$ cat config.mk
export PLATFORM = sky130hd
export DESIGN_NAME = fetch_stage
export DESIGN_NICKNAME = d
export VERILOG_FILES = /design/src/rtl/cpu_pkg.sv /design/src/rtl/ifid_reg.sv /design/src/rtl/fetch_stage.sv
export SDC_FILE = /design/constraint.sdc
export NUM_CORES = 1
export LEC_CHECK = 0
export CORE_ASPECT_RATIO = 1.4
export CORE_UTILIZATION = 25
export CTS_BUF_LIST = sky130_fd_sc_hd__clkbuf_16
export DETAILED_ROUTE_END_ITERATION = 7
export MAX_ROUTING_LAYER = met4
export PLACE_DENSITY_LB_ADDON = 0.2
export SLEW_MARGIN = 15
export SYNTH_ARGS = -nofsm -noshare
export SYNTH_HDL_FRONTEND = slang
export SYNTH_SLANG_ARGS = --single-unit
$ cat constraint.sdc
create_clock -name clk -period 3.1 [get_ports clk]
set_input_delay 0.62 -clock clk [delete_from_list [all_inputs] [get_ports clk]]
set_output_delay 0.62 -clock clk [all_outputs]
set_load 0.05 [all_outputs]
$ cat src/rtl/cpu_pkg.sv
// rtl/cpu_pkg.sv - shared fetch-state encoding and reset constants
package cpu_pkg;

  localparam logic [1:0] FETCH_REQ  = 2'd0;
  localparam logic [1:0] FETCH_WAIT = 2'd1;
  localparam logic [1:0] FETCH_HOLD = 2'd2;
  localparam logic [1:0] FETCH_DROP = 2'd3;

  localparam logic [15:0] NOP_INSTR        = 16'h0000;
  localparam logic [15:0] DEFAULT_RESET_PC = 16'h0000;

endpackage

$ cat src/rtl/ifid_reg.sv
// rtl/ifid_reg.sv - IF/ID pipeline register with flush, load, hold and bubble
module ifid_reg
  import cpu_pkg::*;
#(
  parameter int N  = 16,
  parameter int AW = 16
) (
  input  logic          clk,
  input  logic          rst,
  input  logic          flush_i,
  input  logic          load_i,
  input  logic          hold_i,
  input  logic [N-1:0]  instr_i,
  input  logic [AW-1:0] pc_i,
  output logic          valid_o,
  output logic [N-1:0]  instr_o,
  output logic [AW-1:0] pc_o
);

  logic          valid_q;
  logic [N-1:0]  instr_q;
  logic [AW-1:0] pc_q;

  // Flush beats load beats hold; with none of them the stage injects a bubble.
  always_ff @(posedge clk or posedge rst) begin
    if (rst) begin
      valid_q <= 1'b0;
      instr_q <= N'(NOP_INSTR);
      pc_q    <= '0;
    end else if (flush_i) begin
      valid_q <= 1'b0;
      instr_q <= N'(NOP_INSTR);
    end else if (load_i) begin
      valid_q <= 1'b1;
      instr_q <= instr_i;
      pc_q    <= pc_i;
    end else if (!hold_i) begin
      valid_q <= 1'b0;
      instr_q <= N'(NOP_INSTR);
    end
  end

  assign valid_o = valid_q;
  assign instr_o = instr_q;
  assign pc_o    = pc_q;

endmodule

$ cat src/rtl/fetch_stage.sv
// rtl/fetch_stage.sv - instruction fetch: PC, single-outstanding imem FSM, redirect
module fetch_stage
  import cpu_pkg::*;
#(
  parameter int            N        = 16,
  parameter int            AW       = 16,
  parameter logic [AW-1:0] RESET_PC = AW'(DEFAULT_RESET_PC)
) (
  input  logic          clk,
  input  logic          rst,
  input  logic          stall,
  input  logic          branch_taken,
  input  logic [AW-1:0] branch_target,
  output logic          imem_req,
  output logic [AW-1:0] imem_addr,
  input  logic          imem_valid,
  input  logic [N-1:0]  imem_rdata,
  output logic          ifid_valid,
  output logic [N-1:0]  ifid_instr,
  output logic [AW-1:0] ifid_pc
);

  logic [1:0]    state_q, state_d;
  logic [AW-1:0] pc_q, pc_d;
  logic [N-1:0]  hold_instr_q, hold_instr_d;
  logic [AW-1:0] hold_pc_q, hold_pc_d;
  logic          load;
  logic [N-1:0]  load_instr;
  logic [AW-1:0] load_pc;

  always_comb begin
    state_d      = state_q;
    pc_d         = pc_q;
    hold_instr_d = hold_instr_q;
    hold_pc_d    = hold_pc_q;
    load         = 1'b0;
    load_instr   = imem_rdata;
    load_pc      = pc_q;
    if (branch_taken) begin
      // A redirect leaves at most one stale response in flight; DROP absorbs it.
      pc_d         = branch_target;
      hold_instr_d = '0;
      hold_pc_d    = '0;
      case (state_q)
        FETCH_REQ:  state_d = FETCH_DROP;
        FETCH_WAIT: state_d = imem_valid ? FETCH_REQ : FETCH_DROP;
        FETCH_HOLD: state_d = FETCH_REQ;
        default:    state_d = imem_valid ? FETCH_REQ : FETCH_DROP;
      endcase
    end else begin
      case (state_q)
        FETCH_REQ: state_d = FETCH_WAIT;
        FETCH_WAIT: begin
          if (imem_valid && !stall) begin
            load    = 1'b1;
            pc_d    = pc_q + AW'(1);
            state_d = FETCH_REQ;
          end else if (imem_valid) begin
            hold_instr_d = imem_rdata;
            hold_pc_d    = pc_q;
            state_d      = FETCH_HOLD;
          end
        end
        FETCH_HOLD: begin
          if (!stall) begin
            load       = 1'b1;
            load_instr = hold_instr_q;
            load_pc    = hold_pc_q;
            pc_d       = pc_q + AW'(1);
            state_d    = FETCH_REQ;
          end
        end
        default: begin
          if (imem_valid) state_d = FETCH_REQ;
        end
      endcase
    end
  end

  always_ff @(posedge clk or posedge rst) begin
    if (rst) begin
      state_q      <= FETCH_REQ;
      pc_q         <= RESET_PC;
      hold_instr_q <= '0;
      hold_pc_q    <= '0;
    end else begin
      state_q      <= state_d;
      pc_q         <= pc_d;
      hold_instr_q <= hold_instr_d;
      hold_pc_q    <= hold_pc_d;
    end
  end

  assign imem_req  = (state_q == FETCH_REQ);
  assign imem_addr = pc_q;

  ifid_reg #(.N(N), .AW(AW)) u_ifid (
    .clk     (clk),
    .rst     (rst),
    .flush_i (branch_taken),
    .load_i  (load),
    .hold_i  (stall),
    .instr_i (load_instr),
    .pc_i    (load_pc),
    .valid_o (ifid_valid),
    .instr_o (ifid_instr),
    .pc_o    (ifid_pc)
  );

endmodule

==> impl_results.rst, run 1 <==
.. list-table::
   :header-rows: 1

   * - Metric
     - Value
   * - Status
     - finished clean
   * - Simple logic cell fraction of the synthesized area
     - 18.68%
   * - Worst r2r src
     - state_q[1]$_DFFE_PP0P_
   * - Drt first pass iters
     - 5
   * - Area contributors post-synth
     - sky130_fd_sc_hd__dfrtp_1 53%, sky130_fd_sc_hd__nand2_1 11%, sky130_fd_sc_hd__o21ai_0 5.1%
   * - Most common library cells after synthesis
     - 111 x sky130_fd_sc_hd__nand2_1, 83 x sky130_fd_sc_hd__dfrtp_1, 40 x sky130_fd_sc_hd__o21ai_0
   * - # H-tree levels
     - 3
   * - CTS tree
     - yes
   * - CTS-repair resized insts
     - 0
   * - Number of cells on the worst reg-to-reg path
     - 7
   * - N_diodes
     - 0
   * - Synthesized Nets
     - 474
   * - XOR/XNOR share of the synthesized area
     - 0.2227%
   * - Area of the core
     - 15190 µm²
   * - Worst hold path endpoint
     - u_ifid.instr_o[0]$_DFFE_PP0P_
   * - Final routed wire length divided by cell count
     - 16.07 µm
   * - Required time reported for the critical path endpoint
     - 2480 ps
   * - Max-slew headroom
     - 55.06%
   * - Clock root buffer
     - sky130_fd_sc_hd__clkbuf_16
   * - Dominant cell by count in the synthesized netlist
     - sky130_fd_sc_hd__nand2_1
   * - Share of synthesized flip-flops with an asynchronous set or reset
     - 100.0%
   * - Hold bufs inserted after CTS
     - 0
   * - Count of placed standard cells in the final layout, fillers left out
     - 702
   * - Comb pwr share
     - 41.1%
   * - Die width
     - 108 µm
   * - Sequential share of power
     - 33.5%
   * - Initial core utilization
     - 25.90%
   * - Antenna violations before repair
     - 0
   * - Kind of critical path
     - flip-flop to primary output
   * - Worst min-delay path category
     - flip-flop to flip-flop
   * - Slowest library cell on the worst path
     - sky130_fd_sc_hd__clkdlybuf4s50_1
   * - Setup TNS Final
     - 0 ps
   * - Inserted Clock Buffers
     - 9
   * - Endpoint arrival time on the critical path
     - 1980 ps
   * - Primary flip-flop cell chosen by synthesis mapping
     - sky130_fd_sc_hd__dfrtp_1
   * - Sink count of the clock tree
     - 83
   * - Syn Area/Cell
     - 9.103 µm²
   * - Worst-skew pair later-pin latency
     - 340 ps
   * - Sequential element share of the synthesized area
     - 52.82%
   * - Crit Reg-Reg Endpoint
     - u_ifid.pc_o[1]$_DFFE_PP0P_
   * - Summed instance area of the synthesized netlist
     - 3933 µm²
   * - Net switching share of the total power
     - 40.59%
   * - Maximum number of pins on one net before global-route repair
     - 37
   * - All-Layer GR Usage
     - 15.19%
   * - Number of fillers in the final layout
     - 1594
   * - Switching component of the power
     - 0.001767 W
   * - Peak ir drop on the vdd network
     - 0.2906 mV
   * - Worst-case clock buffer depth
     - 2
   * - Post-CTS Setup Bufs
     - 0
   * - Area growth syn-to-layout
     - 34.17%
   * - Fraction of power consumed by the clock network
     - 25.4%
   * - Port buffer count
     - 86
   * - R2R setup slack
     - 700 ps
   * - Top-level I/O count
     - 87
   * - Pwr per Cell Area
     - 825.4 nW/µm²
   * - Critical-path maximum fanout
     - 6
   * - Met1 Wirelength
     - 4894 µm
   * - Total wirelength of the detailed-routed design
     - 11280 µm
   * - Initial drt markers
     - 214
   * - Launch point of the worst hold path
     - u_ifid.instr_o[0]$_DFFE_PP0P_
   * - Synth Area in Compound Gates
     - 17.75%
   * - Leakage
     - 2.245 nW
   * - WHS Path Cells
     - 2
   * - Count of cell types in the netlist
     - 36
   * - Worst setup skew after layout
     - 7.363 ps
   * - Biggest area consumer among synthesized cells
     - sky130_fd_sc_hd__dfrtp_1
   * - Fraction of synthesized area in multiplexers
     - 4.327%
   * - Weighted congestion reported at the end of routability-driven placement
     - 0.8573
   * - Slew Limit Fails
     - 0
   * - Met2 Routed Length
     - 5658 µm
   * - Antenna Violating Nets Remaining
     - 0
   * - Cell count after synthesis
     - 432
   * - First-pass GRT wire length
     - 18200 µm
   * - Top Layer Used
     - met4
   * - Flop and latch count out of synthesis
     - 83
   * - Clock edge transition at the registers on the reported setup and hold paths
     - 50 ps
   * - Ordered cell list for the critical path
     - inv_1 -> ha_1 -> clkdlybuf4s50_1
   * - DPL Wire Length
     - 7777 µm
   * - Area fraction of the dominant cell type after synthesis
     - 52.82%
   * - Via Count
     - 3431
   * - RSZ-0062 raised after global routing
     - no
   * - Combinational family with the most area after synthesis
     - simple AND/OR/NAND/NOR gates
   * - Routed met3 length
     - 555 µm
   * - Site Rows
     - 53
   * - Total internal power
     - 0.002587 W
   * - Power, Total
     - 0.004355 W
   * - Highest attainable clock frequency
     - 384.4 MHz
   * - Die Y-Extent
     - 150.4 µm
   * - Adder-cell share of the synthesized area
     - 1.591%
   * - Total global routing overflow
     - 0
   * - Routed vias/inst
     - 4.887
   * - Number of global-route vias before repair
     - 3385
   * - Total Die Area
     - 16240 µm²
   * - Time the final worst path needs with I/O delays and setup
     - 2602 ps
   * - Layout cells sized above 1
     - 5.686%
   * - Synth Warn #
     - 0
   * - Number of hold violations in the final report
     - 0
   * - Critical path capture point type
     - primary output
   * - Count of flip-flops with a built-in enable after synthesis
     - 0
   * - Number of failing setup endpoints in the final timing report
     - 0
   * - Worst setup SP type
     - flip-flop
   * - Worst slew pin tran
     - 673.3 ps
   * - DRC viols
     - 0
   * - Period utilization
     - 83.92%
   * - Largest incremental delay on the critical path
     - 830 ps
   * - Max Cap Viol
     - 0
   * - Final layout net count
     - 549
   * - Final standard cell utilization of the core
     - 34.75%
   * - Placed Instances
     - 688
==> state kept, by name (all words and copies together) (netlist names) <==
signal          cells
hold_instr_q       16
u_ifid.instr_o     16
imem_addr          16
hold_pc_q          16
state_q             2
u_ifid.valid_o      1
u_ifid.pc_o        16
==> cells in the final DEF, fill, tap and decap left out, types with 11 or more instances in the layout <==
master	netlist	routed
sky130_fd_sc_hd__nand2_1	111	111
sky130_fd_sc_hd__clkdlybuf4s50_1	0	85
sky130_fd_sc_hd__dfrtp_1	83	83
sky130_fd_sc_hd__o21ai_0	40	40
sky130_fd_sc_hd__a21oi_1	37	37
sky130_fd_sc_hd__mux2i_1	17	17
sky130_fd_sc_hd__o22ai_1	15	15
sky130_fd_sc_hd__nor2_1	13	13
sky130_fd_sc_hd__nand3_1	12	12
sky130_fd_sc_hd__or4_1	11	11
sky130_fd_sc_hd__buf_4	0	11
==> area by class of cell <==
class                           instances  area, µm²  area share, %
Inverter                                7      27.53         0.5217
Clock inverter                          5      71.32          1.352
Sequential cell                        83       2077          39.36
Clock buffer                            9      225.2          4.268
Multi-Input combinational cell        308       1677          31.78
Timing Repair Buffer                   98      958.4          18.16
Tap cell                              192      240.2          4.553
==> worst max-delay path, delay by kind of cell, from the launching register on <==
kind	cells	cell delay [ps]
buffers and inverters	2	970
adder cells (fa/ha/maj)	1	240
flip-flops	1	440
==> how the worst max path moves through the flow <==
stage                           start                           to
6_report       state_q[0]$_DFFE_PP0P_                     imem_req
5_1_grt        state_q[0]$_DFFE_PP0P_                     imem_req
4_1_cts        state_q[0]$_DFFE_PP0P_                     imem_req
3_5_place_dp               imem_valid   u_ifid.pc_o[1]$_DFFE_PP0P_
3_3_place_gp               imem_valid   u_ifid.pc_o[1]$_DFFE_PP0P_
2_1_floorplan                     rst  hold_instr_q[0]$_DFFE_PP0P_
==> power groups by stage <==
stage	Sequential [W]	Combinational [W]	Clock (W)
after global placement	0.00148	0.00177	0
after global routing	0.00149	0.00193	0.00118
after floorplan	0.00196	0.000685	0
after CTS	0.00146	0.00181	0.00113
after detailed placement	0.00148	0.00180	0
final	0.00146	0.00179	0.00111
==> through the flow <==
| stage | area (µm²) | hold slack, ps | setup WS [ps] |
|---|---|---|---|
| 3_3_place_gp | 4980 | 459.9 | 406.4 |
| 2_1_floorplan | 3933 | 500.6 | 343.2 |
| 4_1_cts | 5276 | 480.5 | 505.0 |
| 5_1_grt | 5276 | 496.5 | 447.9 |
| 3_5_place_dp | 4980 | 465.6 | 314.7 |
| 6_report | 5276 | 474.9 | 498.3 |
==> kinds of logic (layout without fill, tap and decap cells) <==
logic type,Yosys count,count (layout)
AND/OR/NAND/NOR,165,165
buffers and inverters,41,119
multiplexers,17,17
flip-flops,83,83
AO/OA/AOI/OAI,120,120
XOR/XNOR,1,1
adder cells (fa/ha/maj),5,5
==> layer usage <==
| metal | track usage, % | up-vias |
|---|---|---|
| met2 | 25.00 | 107 |
| met4 | 5.137 | 0 |
| met5 | - | - |
| li1 | - | 1661 |
| met1 | 18.50 | 1650 |
| met3 | 2.944 | 13 |
Power figures use the tool's default switching activity.
==> inputs of run 2 (changes only) <==
==> constraint.sdc (replaced) <==
create_clock -name clk -period 2.5 [get_ports clk]
set_input_delay 0.5 -clock clk [delete_from_list [all_inputs] [get_ports clk]]
set_output_delay 0.5 -clock clk [all_outputs]
set_load 0.05 [all_outputs]
==> run 2 against run 1 <==
Compared with the run above:
- via count decreased by 0.20%
- sequential share of layout area decreased by 0.51 points
- cell count increased by 1.6%
- total power increased by 21%
- critical path depth unchanged
- worst hold slack got worse by 3.2 ps
- flip-flop and latch count unchanged
- first-iteration DRC count decreased by 35%
- core utilization increased by 0.45 points
- count of clock-buffer cells in the layout unchanged
- critical path type unchanged
==> impl_results.rst, run 2 (same netlist as run 1, synthesis figures left out) <==
.. list-table::
   :header-rows: 1

   * - Metric
     - Value
   * - Number of hold violations in the final report
     - 0
   * - DPL Wire Length
     - 7693 µm
   * - Initial drt markers
     - 140
   * - CTS tree
     - yes
   * - Required time reported for the critical path endpoint
     - 2000 ps
   * - Slowest library cell on the worst path
     - sky130_fd_sc_hd__clkdlybuf4s50_1
   * - Net switching share of the total power
     - 41.90%
   * - Met2 Routed Length
     - 5459 µm
   * - Pwr per Cell Area
     - 985.2 nW/µm²
   * - Launch point of the worst hold path
     - u_ifid.valid_o$_DFFE_PP0P_
   * - Worst setup SP type
     - flip-flop
   * - Final layout net count
     - 558
   * - Post-CTS Setup Bufs
     - 0
   * - Clock edge transition at the registers on the reported setup and hold paths
     - 70 ps
   * - Worst hold path endpoint
     - u_ifid.valid_o$_DFFE_PP0P_
   * - N_diodes
     - 0
   * - Inserted Clock Buffers
     - 9
   * - Layout cells sized above 1
     - 7.869%
   * - Leading cell type in the layout, fill and taps excluded
     - sky130_fd_sc_hd__nand2_1
   * - Peak ir drop on the vdd network
     - 0.5414 mV
   * - Worst-case clock buffer depth
     - 2
   * - Final routed wire length divided by cell count
     - 15.28 µm
   * - Fraction of power consumed by the clock network
     - 23.2%
   * - Largest incremental delay on the critical path
     - 840 ps
   * - Drt first pass iters
     - 4
   * - Worst slew pin tran
     - 587.3 ps
   * - Maximum number of pins on one net before global-route repair
     - 57
   * - Met1 Wirelength
     - 4713 µm
   * - Worst min-delay path category
     - flip-flop to flip-flop
   * - Top-level I/O count
     - 87
   * - Slew Limit Fails
     - 0
   * - Final critical-path setup slack
     - 66.41 ps
   * - Sequential share of power
     - 34.0%
   * - Kind of critical path
     - flip-flop to primary output
   * - Worst r2r src
     - state_q[0]$_DFFE_PP0P_
   * - Time the final worst path needs with I/O delays and setup
     - 2434 ps
   * - Number of global-route vias before repair
     - 3307
   * - Total wirelength of the detailed-routed design
     - 10890 µm
   * - Worst setup slack after placement
     - 73.49 ps
   * - Critical path capture point type
     - primary output
   * - Endpoint arrival time on the critical path
     - 1930 ps
   * - Crit Reg-Reg Endpoint
     - u_ifid.pc_o[1]$_DFFE_PP0P_
   * - Family with the most delay on the worst path
     - buffers and inverters
   * - Die Y-Extent
     - 150.4 µm
   * - Period utilization
     - 97.34%
   * - Max-slew headroom
     - 60.85%
   * - Antenna violations before repair
     - 0
   * - Antenna Violating Nets Remaining
     - 0
   * - DRC viols
     - 0
   * - Switching component of the power
     - 0.002206 W
   * - First-pass GRT wire length
     - 17170 µm
   * - Number of failing setup endpoints in the final timing report
     - 0
   * - Site Rows
     - 53
   * - Number of cells on the worst reg-to-reg path
     - 8
   * - RSZ-0062 raised after global routing
     - no
   * - CTS-repair resized insts
     - 0
   * - Worst-skew pair later-pin latency
     - 340 ps
   * - Die width
     - 108 µm
   * - Worst setup skew after layout
     - 9.211 ps
   * - # H-tree levels
     - 3
   * - Status
     - finished clean
   * - WHS Path Cells
     - 2
   * - Routed met3 length
     - 462 µm
   * - Setup TNS Final
     - 0 ps
   * - Sink count of the clock tree
     - 83
   * - Routed vias/inst
     - 4.802
   * - Hold bufs inserted after CTS
     - 0
   * - Area growth syn-to-layout
     - 35.92%
   * - Weighted congestion reported at the end of routability-driven placement
     - 0.7570
   * - Number of fillers in the final layout
     - 1545
   * - Total Die Area
     - 16240 µm²
   * - Total global routing overflow
     - 0
   * - Total internal power
     - 0.003060 W
   * - Max Cap Viol
     - 0
   * - Area of the core
     - 15190 µm²
   * - Critical-path maximum fanout
     - 6
   * - Ordered cell list for the critical path
     - inv_1 -> ha_1 -> clkdlybuf4s50_1
   * - Port buffer count
     - 86
   * - Comb pwr share
     - 42.8%
   * - All-Layer GR Usage
     - 14.41%
   * - Highest attainable clock frequency
     - 410.9 MHz
   * - Top Layer Used
     - met4
   * - Via Count
     - 3424
   * - Leakage
     - 2.276 nW
   * - Top library cells by usage in the layout, fill and taps aside
     - 111 x sky130_fd_sc_hd__nand2_1, 85 x sky130_fd_sc_hd__clkdlybuf4s50_1, 83 x sky130_fd_sc_hd__dfrtp_1
   * - R2R setup slack
     - 280 ps
   * - CP bufs+invs
     - 2
   * - Clock root buffer
     - sky130_fd_sc_hd__clkbuf_16
   * - Initial core utilization
     - 25.90%
## run 2: how the worst max path moves through the flow
stage / from / end / slack (ps) / depth (start not counted)
2_1_floorplan: state_q[1]$_DFFE_PP0P_ / u_ifid.pc_o[5]$_DFFE_PP0P_ / 480 / 8
3_3_place_gp: stall / imem_addr[9]$_DFFE_PP0P_ / 110 / 5
3_5_place_dp: imem_valid / u_ifid.instr_o[12]$_DFFE_PP0P_ / 70 / 5
4_1_cts: state_q[0]$_DFFE_PP0P_ / imem_req / 50 / 3
5_1_grt: state_q[0]$_DFFE_PP0P_ / imem_req / 10 / 3
6_report: state_q[0]$_DFFE_PP0P_ / imem_req / 70 / 3
## run 2: worst min-delay path: cells and delay by family (launching register included)
kind	cells	cell delay (ps)
flops	1	340
simple gates	2	100
## run 2: per-stage QoR
stage / hold slack, ps / utilization (%) / cells / instance area, µm² / total power (W)
finish: 471.8 / 35.20 / 713 / 5345 / 0.005266
global route: 507.1 / 35.20 / 713 / 5345 / 0.005557
CTS: 480.0 / 35.20 / 713 / 5345 / 0.005341
detailed placement: 463.1 / 33.42 / 697 / 5075 / 0.004104
global placement: 457.6 / 33.42 / 697 / 5075 / 0.004084
floorplan: 500.6 / - / 432 / 3936 / 0.003282
## run 2: area by class of cell
class                           instances  area [µm²]  share of cell area [%]
Tap cell                              192       240.2                   4.494
Clock inverter                          7       45.04                  0.8427
Clock buffer                            9       225.2                   4.213
Timing Repair Buffer                  107        1051                   19.66
Sequential cell                        83        2077                   38.86
Multi-Input combinational cell        308        1677                   31.37
Inverter                                7       30.03                  0.5618
## run 2: power groups by stage
stage | sequential [W] | combinational (W) | clock (W)
finish | 0.00179 | 0.00226 | 0.00122
global route | 0.00183 | 0.00242 | 0.00130
CTS | 0.00180 | 0.00229 | 0.00125
detailed placement | 0.00182 | 0.00228 | 0
global placement | 0.00182 | 0.00226 | 0
floorplan | 0.00243 | 0.000850 | 0
## run 2: per-layer routing
layer / up-vias / global-route usage (%)
met4: 0 / 7.192
li1: 1683 / -
met1: 1629 / 16.62
met3: 15 / 2.035
met2: 97 / 24.30
met5: - / -
==> inputs of run 3 (changes only) <==
--- a/config.mk
+++ b/config.mk
@@ -5,6 +5,7 @@
 export SDC_FILE = /design/constraint.sdc
 export NUM_CORES = 1
 export LEC_CHECK = 0
+export CAP_MARGIN = 20
 export CORE_ASPECT_RATIO = 1.4
 export CORE_UTILIZATION = 25
 export CTS_BUF_LIST = sky130_fd_sc_hd__clkbuf_16
@@ -14,4 +15,5 @@
 export SLEW_MARGIN = 15
 export SYNTH_ARGS = -nofsm -noshare
 export SYNTH_HDL_FRONTEND = slang
+export SYNTH_HIERARCHICAL = 1
 export SYNTH_SLANG_ARGS = --single-unit
==> run 3 against run 2 <==
Compared with the run above:
- flip-flop and latch count unchanged
- combinational power is 9.7% lower
- register-to-register slack got worse by 120 ps
- die area grew 5.0%
- clock power rose by 11%
- non-clock buffer count shrank 3
- global-route usage shrank 0.28 points
- clock skew down 6.1 ps
- total power is 1.5% lower
- worst hold slack better by 27 ps
==> impl_results.rst, run 3 <==
.. list-table::
   :header-rows: 1

   * - Metric
     - Value
   * - Switching component of the power
     - 0.002011 W
   * - Adder-cell share of the synthesized area
     - 1.817%
   * - Total internal power
     - 0.003178 W
   * - Peak ir drop on the vdd network
     - 0.3433 mV
   * - Max Cap Viol
     - 0
   * - Placement-stage cell area
     - 5301 µm²
   * - Post-CTS Setup Bufs
     - 0
   * - Worst setup SP type
     - flip-flop
   * - Required time reported for the critical path endpoint
     - 2760 ps
   * - Simple logic cell fraction of the synthesized area
     - 12.84%
   * - Critical path capture point type
     - flip-flop
   * - Critical-path maximum fanout
     - 14
   * - Most common library cells after synthesis
     - 83 x sky130_fd_sc_hd__dfrtp_1, 39 x sky130_fd_sc_hd__nand2_1, 36 x sky130_fd_sc_hd__mux2_2
   * - Sink count of the clock tree
     - 83
   * - Leading cell type in the layout, fill and taps excluded
     - sky130_fd_sc_hd__clkdlybuf4s50_1
   * - Met2 track utilization from global routing
     - 22.95%
   * - Fraction of met1 tracks used by global routing
     - 17.37%
   * - DRC viols
     - 0
   * - Maximum number of pins on one net before global-route repair
     - 31
   * - Final routed wire length divided by cell count
     - 17.07 µm
   * - Site Rows
     - 55
   * - Worst-case clock buffer depth
     - 2
   * - All-Layer GR Usage
     - 14.13%
   * - Biggest area consumer among synthesized cells
     - sky130_fd_sc_hd__dfrtp_1
   * - Area contributors post-synth
     - sky130_fd_sc_hd__dfrtp_1 50%, sky130_fd_sc_hd__mux2_2 9.8%, sky130_fd_sc_hd__a22o_1 6.8%
   * - Multi-input logic area
     - 1883 µm²
   * - Worst setup slack after placement
     - 34.78 ps
   * - N_diodes
     - 0
   * - Synth Warn #
     - 6
   * - Area of the core
     - 16170 µm²
   * - Worst setup path end
     - imem_addr[13]$_DFFE_PP0P_
   * - Clock root buffer
     - sky130_fd_sc_hd__clkbuf_16
   * - Power, Total
     - 0.005189 W
   * - Kind of critical path
     - flip-flop to flip-flop
   * - Final layout net count
     - 497
   * - CTS tree
     - yes
   * - Synth Area in Compound Gates
     - 16.44%
   * - Total global routing overflow
     - 0
   * - Number of fillers in the final layout
     - 1602
   * - Share of synthesized flip-flops with an asynchronous set or reset
     - 100.0%
   * - Die Y-Extent
     - 154.1 µm
   * - Crit Reg-Reg Endpoint
     - imem_addr[13]$_DFFE_PP0P_
   * - Antenna violations before repair
     - 0
   * - Busiest metal layer after global routing
     - met2
   * - Period utilization
     - 93.48%
   * - Summed instance area of the synthesized netlist
     - 4133 µm²
   * - Dominant cell by count in the synthesized netlist
     - sky130_fd_sc_hd__dfrtp_1
   * - Number of cells on the worst reg-to-reg path
     - 6
   * - Status
     - finished clean
   * - Fraction of synthesized area in multiplexers
     - 13.68%
   * - Finished Cell Area
     - 5603 µm²
   * - Number of global-route vias before repair
     - 3366
   * - Final critical-path setup slack
     - 163.1 ps
   * - Met3 capacity usage during global routing
     - 2.247%
   * - Sequential cell area
     - 2077 µm²
   * - # H-tree levels
     - 3
   * - Clock edge transition at the registers on the reported setup and hold paths
     - 60 ps
   * - Cell count after synthesis
     - 366
   * - Routed vias/inst
     - 4.906
   * - Drt first pass iters
     - 4
   * - Count of cell types in the netlist
     - 48
   * - Via Count
     - 3228
   * - Worst r2r src
     - state_q[0]$_DFFE_PP0P_
   * - XOR/XNOR share of the synthesized area
     - 0.2119%
   * - Initial core utilization
     - 25.56%
   * - Worst slew pin tran
     - 708.9 ps
   * - Die width
     - 110.7 µm
   * - DPL Wire Length
     - 7970 µm
   * - Worst Hold Margin
     - 498.9 ps
   * - Port buffer count
     - 86
   * - Area fraction of the dominant cell type after synthesis
     - 50.26%
   * - Flop and latch count out of synthesis
     - 83
   * - Crit path from
     - state_q[0]$_DFFE_PP0P_
   * - Antenna Violating Nets Remaining
     - 0
   * - RSZ-0062 raised after global routing
     - no
   * - Count of flip-flops with a built-in enable after synthesis
     - 0
   * - Worst-skew pair later-pin latency
     - 340 ps
   * - Combinational family with the most area after synthesis
     - compound AO/OA/AOI/OAI gates
   * - Syn Area/Cell
     - 11.29 µm²
   * - Pwr per Cell Area
     - 926.2 nW/µm²
   * - Setup TNS Final
     - 0 ps
   * - Worst min-delay path category
     - flip-flop to flip-flop
   * - Top-level I/O count
     - 87
   * - Area growth syn-to-layout
     - 35.57%
   * - Hold bufs inserted after CTS
     - 0
   * - Fraction of power consumed by the clock network
     - 26.1%
   * - Initial drt markers
     - 96
   * - Net switching share of the total power
     - 38.76%
   * - CTS-repair resized insts
     - 0
   * - Time the final worst path needs with I/O delays and setup
     - 2337 ps
   * - Sequential share of power
     - 34.6%
   * - Worst setup skew after layout
     - 3.157 ps
   * - Inserted Clock Buffers
     - 9
   * - Number of failing setup endpoints in the final timing report
     - 0
   * - Layout cells sized above 1
     - 21.13%
   * - Leakage
     - 2.317 nW
   * - Sequential element share of the synthesized area
     - 50.26%
   * - Total Die Area
     - 17060 µm²
   * - Primary flip-flop cell chosen by synthesis mapping
     - sky130_fd_sc_hd__dfrtp_1
   * - Endpoint arrival time on the critical path
     - 2590 ps
   * - Total wirelength of the detailed-routed design
     - 11230 µm
   * - R2R setup slack
     - 160 ps
   * - Number of hold violations in the final report
     - 0
   * - Comb pwr share
     - 39.2%
   * - Weighted congestion reported at the end of routability-driven placement
     - 0.7357
   * - Highest attainable clock frequency
     - 427.9 MHz
   * - First-pass GRT wire length
     - 18310 µm
   * - Slew Limit Fails
     - 0
   * - Top library cells by usage in the layout, fill and taps aside
     - 84 x sky130_fd_sc_hd__clkdlybuf4s50_1, 83 x sky130_fd_sc_hd__dfrtp_1, 39 x sky130_fd_sc_hd__nand2_1
   * - Max-slew headroom
     - 52.74%
   * - Synthesized Nets
     - 409
==> run 3: per-stage QoR <==
step,util [%],std cells
2_1_floorplan,-,366
3_3_place_gp,32.78,642
3_5_place_dp,32.78,642
4_1_cts,34.65,658
5_1_grt,34.65,658
6_report,34.65,658
==> run 3: power by group through the flow <==
stage	clock network (W)	registers [W]	logic [W]
floorplan	0	0.00235	0.000807
global placement	0	0.00183	0.00203
detailed placement	0	0.00183	0.00205
CTS	0.00140	0.00181	0.00205
global route	0.00145	0.00183	0.00216
finish	0.00136	0.00180	0.00204
==> run 3: worst max-delay path, cell delays in order, from the launching register on <==
cell and delay, ps:
sky130_fd_sc_hd__dfrtp_1 440, sky130_fd_sc_hd__inv_1 130, sky130_fd_sc_hd__ha_1 270, sky130_fd_sc_hd__nor3b_2 310, sky130_fd_sc_hd__a32oi_2 340, sky130_fd_sc_hd__or4_1 590
sky130_fd_sc_hd__a31oi_1 180
==> run 3: metal layers <==
layer  up-vias  part of all wire, %
li1       1535                    -
met1      1580                   45
met2        98                   49
met3        15                  4.0
met4         0                  2.0
met5         -                    0
==> run 3: worst min path at each step <==
stage,from,to,slack (ps),depth (start not counted)
4_1_cts,hold_pc_q[9]$_DFFE_PP0P_,hold_pc_q[9]$_DFFE_PP0P_,500,1
5_1_grt,hold_pc_q[0]$_DFFE_PP0P_,hold_pc_q[0]$_DFFE_PP0P_,510,1
6_report,hold_instr_q[1]$_DFFE_PP0P_,hold_instr_q[1]$_DFFE_PP0P_,500,1
2_1_floorplan,hold_instr_q[0]$_DFFE_PP0P_,hold_instr_q[0]$_DFFE_PP0P_,470,1
3_5_place_dp,hold_instr_q[10]$_DFFE_PP0P_,hold_instr_q[10]$_DFFE_PP0P_,480,1
3_3_place_gp,hold_instr_q[3]$_DFFE_PP0P_,hold_instr_q[3]$_DFFE_PP0P_,480,1
==> run 3: kinds of logic after synthesis <==
logic type	count (synthesis)
buffers and inverters	38
muxes	47
adders and majority gates	6
xor gates and xnor gates	1
AOI/OAI and AO/OA	92
DFF	83
and+or+nand+nor	99
==> run 3: cell type report <==
cell class                      instances  share of cell area [%]
Sequential cell                        83                   37.07
Multi-Input combinational cell        245                   33.61
Inverter                               11                  0.7369
Timing Repair Buffer                  104                   18.76
Tap cell                              199                   4.444
Clock inverter                          7                   1.362
Clock buffer                            9                   4.020
